==> src/rtl/a2d_spi_resp_if.sv <==
// rtl/a2d_spi_resp_if.sv - SPI link signals between the A2D master and the emulated converter
interface a2d_spi_resp_if;
    logic SS_n;
    logic SCLK;
    logic MOSI;
    logic MISO;

    modport master (
        output SS_n,
        output SCLK,
        output MOSI,
        input  MISO
    );

    modport slave (
        input  SS_n,
        input  SCLK,
        input  MOSI,
        output MISO
    );
endinterface

==> src/rtl/a2d_spi_resp.sv <==
// rtl/a2d_spi_resp.sv - SPI responder emulating the 8-channel 12-bit A2D converter (option: A2D_RESP_CMD_CHK_EN)
module a2d_spi_resp #(
    parameter int SYNC_STAGES = 2,
    parameter int FRAME_BITS  = 16
) (
    input  logic                  clk,
    input  logic                  rst_n,
    a2d_spi_resp_if.slave         spi,
    input  logic [95:0]           chan_data,
    output logic                  cmd_vld,
    output logic [FRAME_BITS-1:0] last_cmd,
    output logic                  frm_err
`ifdef A2D_RESP_CMD_CHK_EN
    ,
    output logic                  cmd_bad
`endif
);

    localparam int CNT_W = $clog2(FRAME_BITS + 1);
    localparam logic [CNT_W-1:0] CNT_FULL = CNT_W'(FRAME_BITS);

    typedef enum logic [1:0] {
        IDLE  = 2'd0,
        LOAD  = 2'd1,
        SHIFT = 2'd2
    } state_t;

    state_t state_q, state_d;

    // Synchronizer chains: SYNC_STAGES flops plus one extra for edge detection
    logic [SYNC_STAGES:0] ss_pipe_q, ss_pipe_d;
    logic [SYNC_STAGES:0] sclk_pipe_q, sclk_pipe_d;
    logic [SYNC_STAGES:0] mosi_pipe_q, mosi_pipe_d;

    logic [FRAME_BITS-1:0] tx_shft_q, tx_shft_d;
    logic [FRAME_BITS-1:0] rx_shft_q, rx_shft_d;
    logic [CNT_W-1:0]      bit_cnt_q, bit_cnt_d;
    logic [FRAME_BITS-1:0] last_cmd_q, last_cmd_d;
    logic [2:0]            pend_chnl_q, pend_chnl_d;
    logic                  cmd_vld_q, cmd_vld_d;
    logic                  frm_err_q, frm_err_d;
`ifdef A2D_RESP_CMD_CHK_EN
    logic                  cmd_bad_q, cmd_bad_d;
    logic                  rx_bad;
`endif

    logic ss_rise, ss_fall, sclk_rise, sclk_fall, mosi_sync;
    logic [11:0] chan_sel;

    // Shift each raw SPI input one stage deeper per clk; all chains share one depth to keep MOSI aligned with SCLK
    always_comb begin
        ss_pipe_d   = {ss_pipe_q[SYNC_STAGES-1:0],   spi.SS_n};
        sclk_pipe_d = {sclk_pipe_q[SYNC_STAGES-1:0], spi.SCLK};
        mosi_pipe_d = {mosi_pipe_q[SYNC_STAGES-1:0], spi.MOSI};
    end

    // Edge detection compares the last synchronized stage with the extra stage behind it
    always_comb begin
        ss_rise   =  ss_pipe_q[SYNC_STAGES-1]   & ~ss_pipe_q[SYNC_STAGES];
        ss_fall   = ~ss_pipe_q[SYNC_STAGES-1]   &  ss_pipe_q[SYNC_STAGES];
        sclk_rise =  sclk_pipe_q[SYNC_STAGES-1] & ~sclk_pipe_q[SYNC_STAGES];
        sclk_fall = ~sclk_pipe_q[SYNC_STAGES-1] &  sclk_pipe_q[SYNC_STAGES];
        mosi_sync =  mosi_pipe_q[SYNC_STAGES-1];
    end

    // Select the 12-bit value of the channel addressed by the previous complete frame
    always_comb begin
        chan_sel = '0;
        for (int i = 0; i < 8; i++) begin
            if (pend_chnl_q == 3'(i)) begin
                chan_sel = chan_data[12*i +: 12];
            end
        end
    end

`ifdef A2D_RESP_CMD_CHK_EN
    // A command is malformed when any don't-care bit is set
    always_comb begin
        rx_bad = (|rx_shft_q[15:14]) | (|rx_shft_q[10:0]);
    end
`endif

    // Frame FSM: next state, shift registers, command capture and one-clk status pulses
    always_comb begin
        state_d     = state_q;
        tx_shft_d   = tx_shft_q;
        rx_shft_d   = rx_shft_q;
        bit_cnt_d   = bit_cnt_q;
        last_cmd_d  = last_cmd_q;
        pend_chnl_d = pend_chnl_q;
        cmd_vld_d   = 1'b0;
        frm_err_d   = 1'b0;
`ifdef A2D_RESP_CMD_CHK_EN
        cmd_bad_d   = 1'b0;
`endif
        case (state_q)
            IDLE: begin
                if (ss_fall) begin
                    state_d = LOAD;
                end
            end
            LOAD: begin
                tx_shft_d = {4'h0, chan_sel};
                rx_shft_d = '0;
                bit_cnt_d = '0;
                if (ss_rise) begin
                    frm_err_d = 1'b1;
                    state_d   = IDLE;
                end else begin
                    state_d   = SHIFT;
                end
            end
            SHIFT: begin
                // SS_n rise takes priority over any SCLK edge seen in the same clk
                if (ss_rise) begin
                    state_d = IDLE;
                    if (bit_cnt_q == CNT_FULL) begin
                        last_cmd_d = rx_shft_q;
                        cmd_vld_d  = 1'b1;
`ifdef A2D_RESP_CMD_CHK_EN
                        cmd_bad_d  = rx_bad;
                        if (!rx_bad) begin
                            pend_chnl_d = rx_shft_q[13:11];
                        end
`else
                        pend_chnl_d = rx_shft_q[13:11];
`endif
                    end else begin
                        frm_err_d = 1'b1;
                    end
                end else if (sclk_rise && (bit_cnt_q != CNT_FULL)) begin
                    rx_shft_d = {rx_shft_q[FRAME_BITS-2:0], mosi_sync};
                    bit_cnt_d = bit_cnt_q + 1'b1;
                end else if (sclk_fall && (bit_cnt_q != '0) && (bit_cnt_q != CNT_FULL)) begin
                    // First fall after LOAD is skipped so the MSB is still present at the first rise
                    tx_shft_d = {tx_shft_q[FRAME_BITS-2:0], 1'b0};
                end
            end
            default: begin
                state_d = IDLE;
            end
        endcase
    end

    // State and datapath registers; SS_n and SCLK chains reset to their idle-high level
    always_ff @(posedge clk or negedge rst_n) begin
        if (!rst_n) begin
            state_q     <= IDLE;
            ss_pipe_q   <= '1;
            sclk_pipe_q <= '1;
            mosi_pipe_q <= '0;
            tx_shft_q   <= '0;
            rx_shft_q   <= '0;
            bit_cnt_q   <= '0;
            last_cmd_q  <= '0;
            pend_chnl_q <= '0;
            cmd_vld_q   <= 1'b0;
            frm_err_q   <= 1'b0;
`ifdef A2D_RESP_CMD_CHK_EN
            cmd_bad_q   <= 1'b0;
`endif
        end else begin
            state_q     <= state_d;
            ss_pipe_q   <= ss_pipe_d;
            sclk_pipe_q <= sclk_pipe_d;
            mosi_pipe_q <= mosi_pipe_d;
            tx_shft_q   <= tx_shft_d;
            rx_shft_q   <= rx_shft_d;
            bit_cnt_q   <= bit_cnt_d;
            last_cmd_q  <= last_cmd_d;
            pend_chnl_q <= pend_chnl_d;
            cmd_vld_q   <= cmd_vld_d;
            frm_err_q   <= frm_err_d;
`ifdef A2D_RESP_CMD_CHK_EN
            cmd_bad_q   <= cmd_bad_d;
`endif
        end
    end

    assign spi.MISO = (state_q == IDLE) ? 1'b0 : tx_shft_q[FRAME_BITS-1];
    assign cmd_vld  = cmd_vld_q;
    assign frm_err  = frm_err_q;
    assign last_cmd = last_cmd_q;
`ifdef A2D_RESP_CMD_CHK_EN
    assign cmd_bad  = cmd_bad_q;
`endif

endmodule
==> src/flat_wrapper.sv <==
// flat-port wrapper written by rule: the top's interface ports become plain ports
module a2d_spi_resp_flat 
#(
    parameter int SYNC_STAGES = 2,
    parameter int FRAME_BITS  = 16
)
  (clk, rst_n, chan_data, cmd_vld, last_cmd, frm_err, spi_SS_n, spi_SCLK, spi_MOSI, spi_MISO);
  a2d_spi_resp_if spi_i ();
  input  logic clk;
  input  logic rst_n;
  input  logic [95:0] chan_data;
  output logic cmd_vld;
  output logic [FRAME_BITS-1:0] last_cmd;
  output logic frm_err;
  input wire logic [$bits(spi_i.SS_n)-1:0] spi_SS_n;
  input wire logic [$bits(spi_i.SCLK)-1:0] spi_SCLK;
  input wire logic [$bits(spi_i.MOSI)-1:0] spi_MOSI;
  output wire logic [$bits(spi_i.MISO)-1:0] spi_MISO;
  assign spi_i.SS_n = spi_SS_n;
  assign spi_i.SCLK = spi_SCLK;
  assign spi_i.MOSI = spi_MOSI;
  assign spi_MISO = spi_i.MISO;
  a2d_spi_resp #(.SYNC_STAGES(SYNC_STAGES), .FRAME_BITS(FRAME_BITS)) u_core (.clk(clk), .rst_n(rst_n), .spi(spi_i), .chan_data(chan_data), .cmd_vld(cmd_vld), .last_cmd(last_cmd), .frm_err(frm_err));
endmodule
==> config.mk <==
export PLATFORM = sky130hd
export DESIGN_NAME = a2d_spi_resp_flat
export DESIGN_NICKNAME = d
export VERILOG_FILES = /design/src/rtl/a2d_spi_resp_if.sv /design/src/rtl/a2d_spi_resp.sv /design/src/flat_wrapper.sv
export SDC_FILE = /design/constraint.sdc
export NUM_CORES = 1
export LEC_CHECK = 0
export BUFFER_PORTS_ARGS = -buffer_cell sky130_fd_sc_hd__buf_2
export CAP_MARGIN = 20
export CORE_ASPECT_RATIO = 0.8
export CORE_MARGIN = 4
export CORE_UTILIZATION = 40
export CTS_CLUSTER_SIZE = 10
export DETAILED_ROUTE_END_ITERATION = 7
export PLACE_DENSITY = 0.67
export SLEW_MARGIN = 20
export SYNTH_ARGS = -nofsm -noshare
export SYNTH_HDL_FRONTEND = slang
export SYNTH_SLANG_ARGS = --single-unit
==> constraint.sdc <==
create_clock -name clk -period 6.5 [get_ports clk]
set_clock_uncertainty 0.2 [all_clocks]
set_input_delay 0.975 -clock clk [delete_from_list [all_inputs] [get_ports clk]]
set_output_delay 0.975 -clock clk [all_outputs]
set_load 0.05 [all_outputs]
==> metrics.txt, run 1 <==
Starting Density 40.81%; CTS Buf Count 9; non-filler cells, final 574; commonest non-fill, non-tap cell in the layout buf_2; top post-synthesis cells by area dfrtp_1 (40%), mux2i_1 (7.6%), o2111ai_1 (5.2%), dfstp_2 (4.3%), a22o_1 (4.0%); post-route setup TNS 0 ns; Seq/Total Area, Yosys 44.30%; Hold Path Class flip-flop to flip-flop; Final setup viols 0; largest net degree at the start of global routing 66; max cap viols 0; Pwr per Cell Area 283.0 nW/µm²; post-DP HPWL 6704 µm; Slew Limit Headroom 34.00%; NumNets Final 560; buffer depth of the longest clock path 2; first-pass GRT wire length 14800 µm; Cells after Synth 350; fin crit share 49.14%; Post-Syn Area 3689 µm²; final RePlAce weighted congestion 0.8465; CP required 6.51 ns; crit path DAT 3.20 ns; peak supply drop 0.1627 mV; area fraction of the dominant cell type after synthesis 40.03%; Setup Fix Bufs, Post-CTS 0; clock latency on the worst-skew pair 0.32 ns; fmax 0.3131 GHz; Antenna Nets Post-Route 0; total track usage 16.92%; Die X 115.4 µm; Worst Setup End Kind flip-flop; hold slack 0.1523 ns; global route total overflow 0; RSZ-0062 raised after global routing false; Seq cells post-synth 65; total wire length 9062 µm; fraction of layout cells with a size suffix above 1 35.08%; status finished, final reports clean; Ports 120; placed cells 558; Hold Fails Final Rpt 0; vias after detailed routing 3168; startpoint types flip-flop; clk root buf clkbuf_16; vias in the first global route 3208; total die area 10830 µm²; TritonRoute pass-1 iters 4; vias per cell 5.519; syn avg cell area 10.54 µm²; # DRC 0; Lkg Pwr 2.171 nW; net count after synthesis 456; antenna diode count 0; Rows 31; most frequent cells in the layout buf_2 (119), dfrtp_1 (58), nand2_1 (39); clock sinks 65; Die Y 93.89 µm; Crit Path Category flip-flop to flip-flop; Core Area 9037 µm²; CP max FO 28; Post-CTS Resized 0; Synth area leader dfrtp_1; initial antenna violation count 0; synth warn 0; fill count 818; hold_buf cts 0; fin crit period 3.194 ns; drt first-iter violations 173; clock transition at the registers of the reported paths 0.06 ns; TritonCTS clock tree built; Synth-to-Final Area Change 25.34%; post-synthesis cell type count 39; port buffer count 119; htree depth 3; mean routed wirelength per cell 15.79 µm; worst-margin pin slew 0.9900 ns; max-slew violations 0
area by class of cell:
type	count	area [µm²]	area share, %
Inverter	7	26.28	0.5683
Clock buffer	9	225.2	4.871
Tap cell	115	143.9	3.112
Multi-Input combinational cell	248	1882	40.70
Sequential cell	65	1635	35.37
Timing Repair Buffer	123	625.6	13.53
Clock inverter	7	85.08	1.840
critical path, stage by stage, from the launching register on:
cell,delay (ns)
dfrtp_1,0.39
inv_1,0.11
ha_1,0.82
nand2_1,0.20
nor4_4,0.78
nor2_2,0.28
a32o_1,0.29
report_power, final:
group	internal [mW]	switching, mW	total [mW]
sequential	0.457	0.0313	0.488
combinational	0.144	0.186	0.330
clock	0.304	0.186	0.490
state kept, by name (all words and copies together) (netlist names):
signal / cells
u_core.last_cmd: 16
u_core.state_q: 2
u_core.ss_pipe_q: 3
u_core.rx_shft_q: 16
u_core.tx_shft_q: 16
u_core.bit_cnt_q: 5
u_core.mosi_pipe_q: 2
u_core.cmd_vld: 1
u_core.sclk_pipe_q: 3
u_core.frm_err: 1
synthesized netlist by cell type (all sizes together):
master	n
inv	7
nand3b	11
nand4	2
o2111ai	22
a21oi	15
nor4bb	1
a22o	17
o22ai	1
mux4	1
and3	2
nand3	1
a32o	11
o21ai	18
dfrtp	59
a2111oi	1
and3b	1
nand2b	5
nand2	39
buf	15
ha	5
nor4	1
nor4b	1
nor2	6
a221oi	1
a21o	13
dfstp	6
o21a	11
mux2i	28
mux2	16
clkbuf	15
nor2b	15
o31ai	1
nor3b	1
and2	1
logic make-up (layout without fill, tap and decap cells):
group / Yosys count / count (layout) / synth area share [%]
AND/OR/NAND/NOR: 87 / 87 / 13.36
multiplexers: 45 / 45 / 13.09
buffers and inverters: 37 / 146 / 4.918
AO/OA/AOI/OAI: 111 / 111 / 22.63
adder cells (fa/ha/maj): 5 / 5 / 1.696
flip-flops: 65 / 65 / 44.30
worst paths after layout:
check | cells past startpoint | end | slack [ns] | start
worst max register to register | 6 | u_core.tx_shft_q[10]$_DFFE_PN0P_ | 3.31 | u_core.state_q[0]$_DFFE_PN0P_
min in group asynchronous | 2 | u_core.frm_err$_DFF_PN0_ | 0.63 | rst_n
worst min-delay path | 0 | u_core.mosi_pipe_q[1]$_DFF_PN0_ | 0.15 | u_core.mosi_pipe_q[0]$_DFF_PN0_
max in group asynchronous | 2 | u_core.last_cmd[11]$_DFFE_PN0P_ | 4.91 | rst_n
worst min register to register | 0 | u_core.mosi_pipe_q[1]$_DFF_PN0_ | 0.15 | u_core.mosi_pipe_q[0]$_DFF_PN0_
worst max-delay path | 6 | u_core.tx_shft_q[10]$_DFFE_PN0P_ | 3.31 | u_core.state_q[0]$_DFFE_PN0P_
stage by stage:
stage	area (µm²)	power, mW	worst slack, ns	util, %
3_5_place_dp	4313	0.8235	3.346	47.72
5_1_grt	4623	1.386	2.964	51.16
3_3_place_gp	4313	0.8119	3.445	47.72
2_1_floorplan	3689	0.7278	3.945	-
6_report	4623	1.308	3.306	51.16
4_1_cts	4623	1.320	3.340	51.16
layer usage:
metal	vias to the layer above	share of wire (%)	track usage (%)
li1	1516	-	-
met1	1544	44	21.95
met2	101	48	27.36
met3	7	7.5	5.538
met4	0	0.75	4.203
met5	-	0	0
Note: power is estimated with default switching activity, not from simulation.
==> inputs of run 2 (changes only) <==
ABC_AREA = 1   (was unset)
PLACE_DENSITY = 0.7   (was 0.67)
clock period = 2.9 ns   (was 6.5 ns; I/O delays follow)
==> run 2 against run 1 <==
  * Critical path depth stayed put
  * Register-to-register slack worse by 2.8 ns
  * Combinational power grew to 2.5 times the previous value
  * Die area is 2.5% lower
  * Sequential power is 130% higher
  * Clock power is 59% higher
  * Wire length is 14% higher
  * Core utilization is 0.23 points higher
  * Global-route usage is 2.6 points higher
  * Non-clock buffer count is 6 higher
  * Total power is 110% higher
  * Cell count is 15% higher
==> metrics.txt, run 2 <==
status finished, final reports clean; TritonCTS clock tree built; Post-Syn Area 3588 µm²; largest net degree at the start of global routing 66; # DRC 0; worst-path cell chain inv_1, ha_1, inv_4, a21oi_4, inv_1, o21ai_0; htree depth 3; startpoint types flip-flop; most frequent cells in the layout buf_2 (119), nand2_1 (74), nor2_1 (61); antenna diode count 0; mean routed wirelength per cell 15.61 µm; Crit Path Category flip-flop to flip-flop; Gate power share 30.9%; clk root buf clkbuf_8; clock transition at the registers of the reported paths 0.08 ns; slowest cell on the critical path a21oi_4; total die area 10560 µm²; Starting Density 41.75%; syn avg cell area 8.287 µm²; area fraction of the dominant cell type after synthesis 41.14%; global route total overflow 0; sequential group share of total power 40.4%; Die Y 92.72 µm; vias in the first global route 3368; CP max FO 25; top post-synthesis cells by count nand2_1 (74), nor2_1 (61), dfrtp_1 (59); NumNets Final 651; Final setup viols 0; EDFF count, synth 0; initial antenna violation count 0; Seq cells post-synth 65; internal power 1.722 mW; Worst Setup End Kind flip-flop; pre-CTS setup slack 0.5466 ns; crit-path max cell delay 0.58 ns; CP required 2.96 ns; non-filler cells, final 662; Synth area leader dfrtp_1; fill count 845; Hold Path Class primary input to async pin; total track usage 19.48%; CTS Buf Count 9; max cap viols 0; total wire length 10330 µm; Main synth FF type dfrtp_1; Async SR Flop Fraction 100.0%; post-synthesis cell type count 33; top post-synthesis cells by area dfrtp_1 (41%), nand4_1 (10%), nand2_1 (7.7%), nor2_1 (6.4%), dfstp_2 (4.4%); clock latency on the worst-skew pair 0.35 ns; fraction of layout cells with a size suffix above 1 31.09%; Seq/Total Area, Yosys 45.54%; fin crit period 2.396 ns; Pwr per Cell Area 615.6 nW/µm²; Cells after Synth 433; placed cells 643; PnR worst setup slack 0.5042 ns; RSZ-0062 raised after global routing false; final RePlAce weighted congestion 0.9204; post-DP HPWL 7485 µm; crit path DAT 2.45 ns; Hold Fails Final Rpt 0; clock sinks 65; post-route setup TNS 0 ns; Rows 30; commonest non-fill, non-tap cell in the layout buf_2; Synth-to-Final Area Change 23.08%; synth warn 0; fin crit share 82.61%; Sw Share 36.67%; Antenna Nets Post-Route 0; final core utilization 51.38%; top-count cell post-synth nand2_1; NetSw 0.9970 mW; Lkg Pwr 2.195 nW; drt first-iter violations 292; worst-margin pin slew 0.8060 ns; fmax 0.4174 GHz; Ports 120; vias per cell 5.230; TritonRoute pass-1 iters 4; Post-CTS Resized 0; max-slew violations 0; peak supply drop 0.3074 mV; cell mode on critical path inv_1; vias after detailed routing 3462; Slew Limit Headroom 46.27%; Die X 113.9 µm; port buffer count 119; first-pass GRT wire length 16400 µm; buffer depth of the longest clock path 2; Core Area 8596 µm²; clock power share 28.7%; net count after synthesis 539; Total Power 2.719 mW
[run 2: cell types whose count changed in the layout (fill, tap and decap cells not counted), sizes merged, moves of 15 or more]
cell,change
nor2,+59
o22ai,+16
mux2,-15
nand2,+36
nand3,+22
inv,+37
nor2b,-15
mux2i,-28
nand4,+57
a22o,-17
o2111ai,-22
[run 2: power groups by stage]
stage          Combinational (mW)  Clock (mW)  Sequential (mW)
2_1_floorplan               0.664           0             1.11
3_3_place_gp                0.813           0             1.11
3_5_place_dp                0.833           0             1.11
4_1_cts                     0.841       0.804             1.10
5_1_grt                     0.941       0.856             1.11
6_report                    0.840       0.781             1.10
[run 2: kinds of logic after synthesis]
| group | Yosys count | synth area share [%] |
|---|---|---|
| adder cells (fa/ha/maj) | 5 | 1.743 |
| flip-flops | 65 | 45.54 |
| multiplexers | 1 | 0.3138 |
| buffers and inverters | 74 | 10.36 |
| AO/OA/AOI/OAI | 59 | 10.04 |
| XOR/XNOR | 3 | 0.7324 |
| AND/OR/NAND/NOR | 226 | 31.28 |
[run 2: routing by layer]
metal | global-route usage, % | share of wire, %
met1 | 24.92 | 44
met4 | 5.836 | 1.8
met3 | 5.944 | 8.9
met5 | 0 | 0
met2 | 31.76 | 46
[run 2: path summary, 6_finish.rpt]
check | start | depth (start not counted) | endpoint | slack, ns
hold / removal | rst_n | 2 | u_core.state_q[1]$_DFFE_PN0P_ | 0.07
setup reg to reg | u_core.state_q[0]$_DFFE_PN0P_ | 6 | u_core.tx_shft_q[12]$_DFFE_PN0P_ | 0.50
max in group asynchronous | rst_n | 2 | u_core.tx_shft_q[3]$_DFFE_PN0P_ | 1.91
setup / recovery | u_core.state_q[0]$_DFFE_PN0P_ | 6 | u_core.tx_shft_q[12]$_DFFE_PN0P_ | 0.50
min in group clk | u_core.mosi_pipe_q[0]$_DFF_PN0_ | 0 | u_core.mosi_pipe_q[1]$_DFF_PN0_ | 0.15
hold reg to reg | u_core.mosi_pipe_q[0]$_DFF_PN0_ | 0 | u_core.mosi_pipe_q[1]$_DFF_PN0_ | 0.15
[run 2: final cells by class]
cell class                      instances  area (µm²)  area share, %
Sequential cell                        65        1634          37.00
Clock inverter                          7       77.57          1.756
Multi-Input combinational cell        294        1583          35.84
Tap cell                              112       140.1          3.173
Inverter                               46       180.2          4.079
Clock buffer                            9       123.9          2.805
Timing Repair Buffer                  129       678.2          15.35
[run 2: timing repair]
item                      CTS  global route
hold endpoints to repair    3             0
buffers inserted            0             0
hold buffers                3             0
[run 2: per-stage QoR]
step,hold WS (ns),area (µm²)
finish,0.06638,4417
global route,0.1191,4417
CTS,0.08820,4417
detailed placement,0.1363,4185
global placement,0.1331,4185
floorplan,-0.06059,3588
[run 2: worst max-delay path: cells and delay by family, from the launching register on]
family | cells | cell delay (ns)
adders and majority gates | 1 | 0.48
buffers and inverters | 3 | 0.46
DFF | 1 | 0.39
AOI/OAI and AO/OA | 2 | 0.78
==> inputs of run 3 (changes only) <==
clock period = 2.1 ns   (was 2.9 ns; I/O delays follow)
==> run 3 against run 2 <==
  * Clock-buffer cell count increased by 2
  * Critical path depth increased by 1
  * Via count increased by 1.2%
  * Maximum frequency increased by 25%
  * Clock power increased by 52%
  * Setup slack got worse by 0.32 ns
  * Register-to-register slack got worse by 0.32 ns
  * Sequential cell count unchanged
  * Core utilization increased by 1.6 points
  * Sequential share of layout area decreased by 1.1 points
  * Die area unchanged
  * Total power increased by 44%
==> metrics.txt, run 3 (synthesis results as in run 2) <==
total wire length 10250 µm; fmax 0.5207 GHz; pre-CTS setup slack 0.1218 ns; Pwr per Cell Area 858.5 nW/µm²; Die Y 92.72 µm; initial antenna violation count 0; CTS Buf Count 9; CP max FO 15; fin area 4558 µm²; hold slack 0.1052 ns; drt first-iter violations 339; RSZ-0062 raised after global routing false; Core Area 8596 µm²; Rows 30; clk root buf clkbuf_8; worst setup path startpoint u_core.last_cmd[12]$_DFFE_PN0P_; Die X 113.9 µm; port buffer count 119; Ports 120; clock latency on the worst-skew pair 0.34 ns; post-route setup TNS 0 ns; commonest non-fill, non-tap cell in the layout buf_2; NumNets Final 662; TritonRoute pass-1 iters 5; Synth-to-Final Area Change 27.02%; htree depth 3; vias per cell 5.214; crit path DAT 2.00 ns; Total Power 3.913 mW; FF-to-FF setup slack 0.18 ns; antenna diode count 0; first-pass GRT wire length 16220 µm; fin crit period 1.921 ns; non-filler cells, final 672; peak supply drop 0.5119 mV; Antenna Nets Post-Route 0; post-DP HPWL 7622 µm; Crit Path Category flip-flop to flip-flop; vias after detailed routing 3504; buffer depth of the longest clock path 2; fin crit share 91.46%; placed cells 652; total die area 10560 µm²; largest net degree at the start of global routing 44; CP required 2.18 ns; most frequent cells in the layout buf_2 (119), nand2_1 (74), nor2_1 (61); DP Area 4278 µm²; Hold Fails Final Rpt 0; status finished, final reports clean; # DRC 0; vias in the first global route 3404; crit path capture u_core.tx_shft_q[8]$_DFFE_PN0P_; max cap viols 0; R2R Path End u_core.tx_shft_q[8]$_DFFE_PN0P_; global route total overflow 0; Hold Path Class primary input to flip-flop; Worst Setup End Kind flip-flop; startpoint types flip-flop; clock sinks 65; Lkg Pwr 2.267 nW; final core utilization 53.03%; fraction of layout cells with a size suffix above 1 32.14%; RR Startpoint u_core.last_cmd[12]$_DFFE_PN0P_; mean routed wirelength per cell 15.26 µm; max-slew violations 0; PnR worst setup slack 0.1794 ns; Starting Density 41.75%; final RePlAce weighted congestion 0.8967; Slew Limit Headroom 64.64%; total track usage 19.23%; clock transition at the registers of the reported paths 0.07 ns; TritonCTS clock tree built; min-delay src chan_data[36]; Worst R2R Path Depth 7; worst-margin pin slew 0.5304 ns; Final setup viols 0
==> run 3: how the worst min path moves through the flow <==
stage | slack, ns | end | depth (start not counted)
4_1_cts | 0.10 | u_core.tx_shft_q[0]$_DFFE_PN0P_ | 5
2_1_floorplan | -0.18 | u_core.bit_cnt_q[0]$_DFFE_PN0P_ | 0
5_1_grt | 0.11 | u_core.tx_shft_q[0]$_DFFE_PN0P_ | 5
6_report | 0.11 | u_core.tx_shft_q[0]$_DFFE_PN0P_ | 5
3_5_place_dp | 0.12 | u_core.mosi_pipe_q[0]$_DFF_PN0_ | 1
3_3_place_gp | 0.12 | u_core.mosi_pipe_q[0]$_DFF_PN0_ | 1
==> run 3: final cells by class <==
type	instances	area [µm²]
Tap cell	112	140.1
Timing Repair Buffer	139	784.5
Inverter	46	180.2
Fill cell	856	4038
Clock inverter	4	76.32
Clock buffer	11	151.4
Multi-Input combinational cell	295	1592
Sequential cell	65	1634
==> run 3: repair_timing <==
item                       CTS  global route
hold buffers                 4             0
resized for setup            0             1
setup endpoints to repair    0             8
setup buffers                0             0
hold endpoints to repair    19             0
==> run 3: routing by layer <==
layer | track usage (%) | wire length, µm | vias up
li1 | - | - | 1719
met1 | 25.27 | 4410 | 1621
met2 | 31.57 | 4741 | 146
met3 | 3.527 | 855 | 18
met4 | 7.319 | 246 | 0
met5 | 0 | 0 | -
==> run 3: critical path: stages, from the launching register on <==
cell and delay [ns]:
dfrtp_1 0.57, inv_2 0.23, nor3_2 0.30, buf_4 0.24
nand2_1 0.08, nand4_1 0.11, nand2_1 0.07, nand2_1 0.07
==> run 3: power breakdown <==
part,switching (mW),internal [mW],leakage [nW]
combinational,0.781,0.417,1.30
sequential,0.0918,1.43,0.858
clock,0.466,0.728,0.112
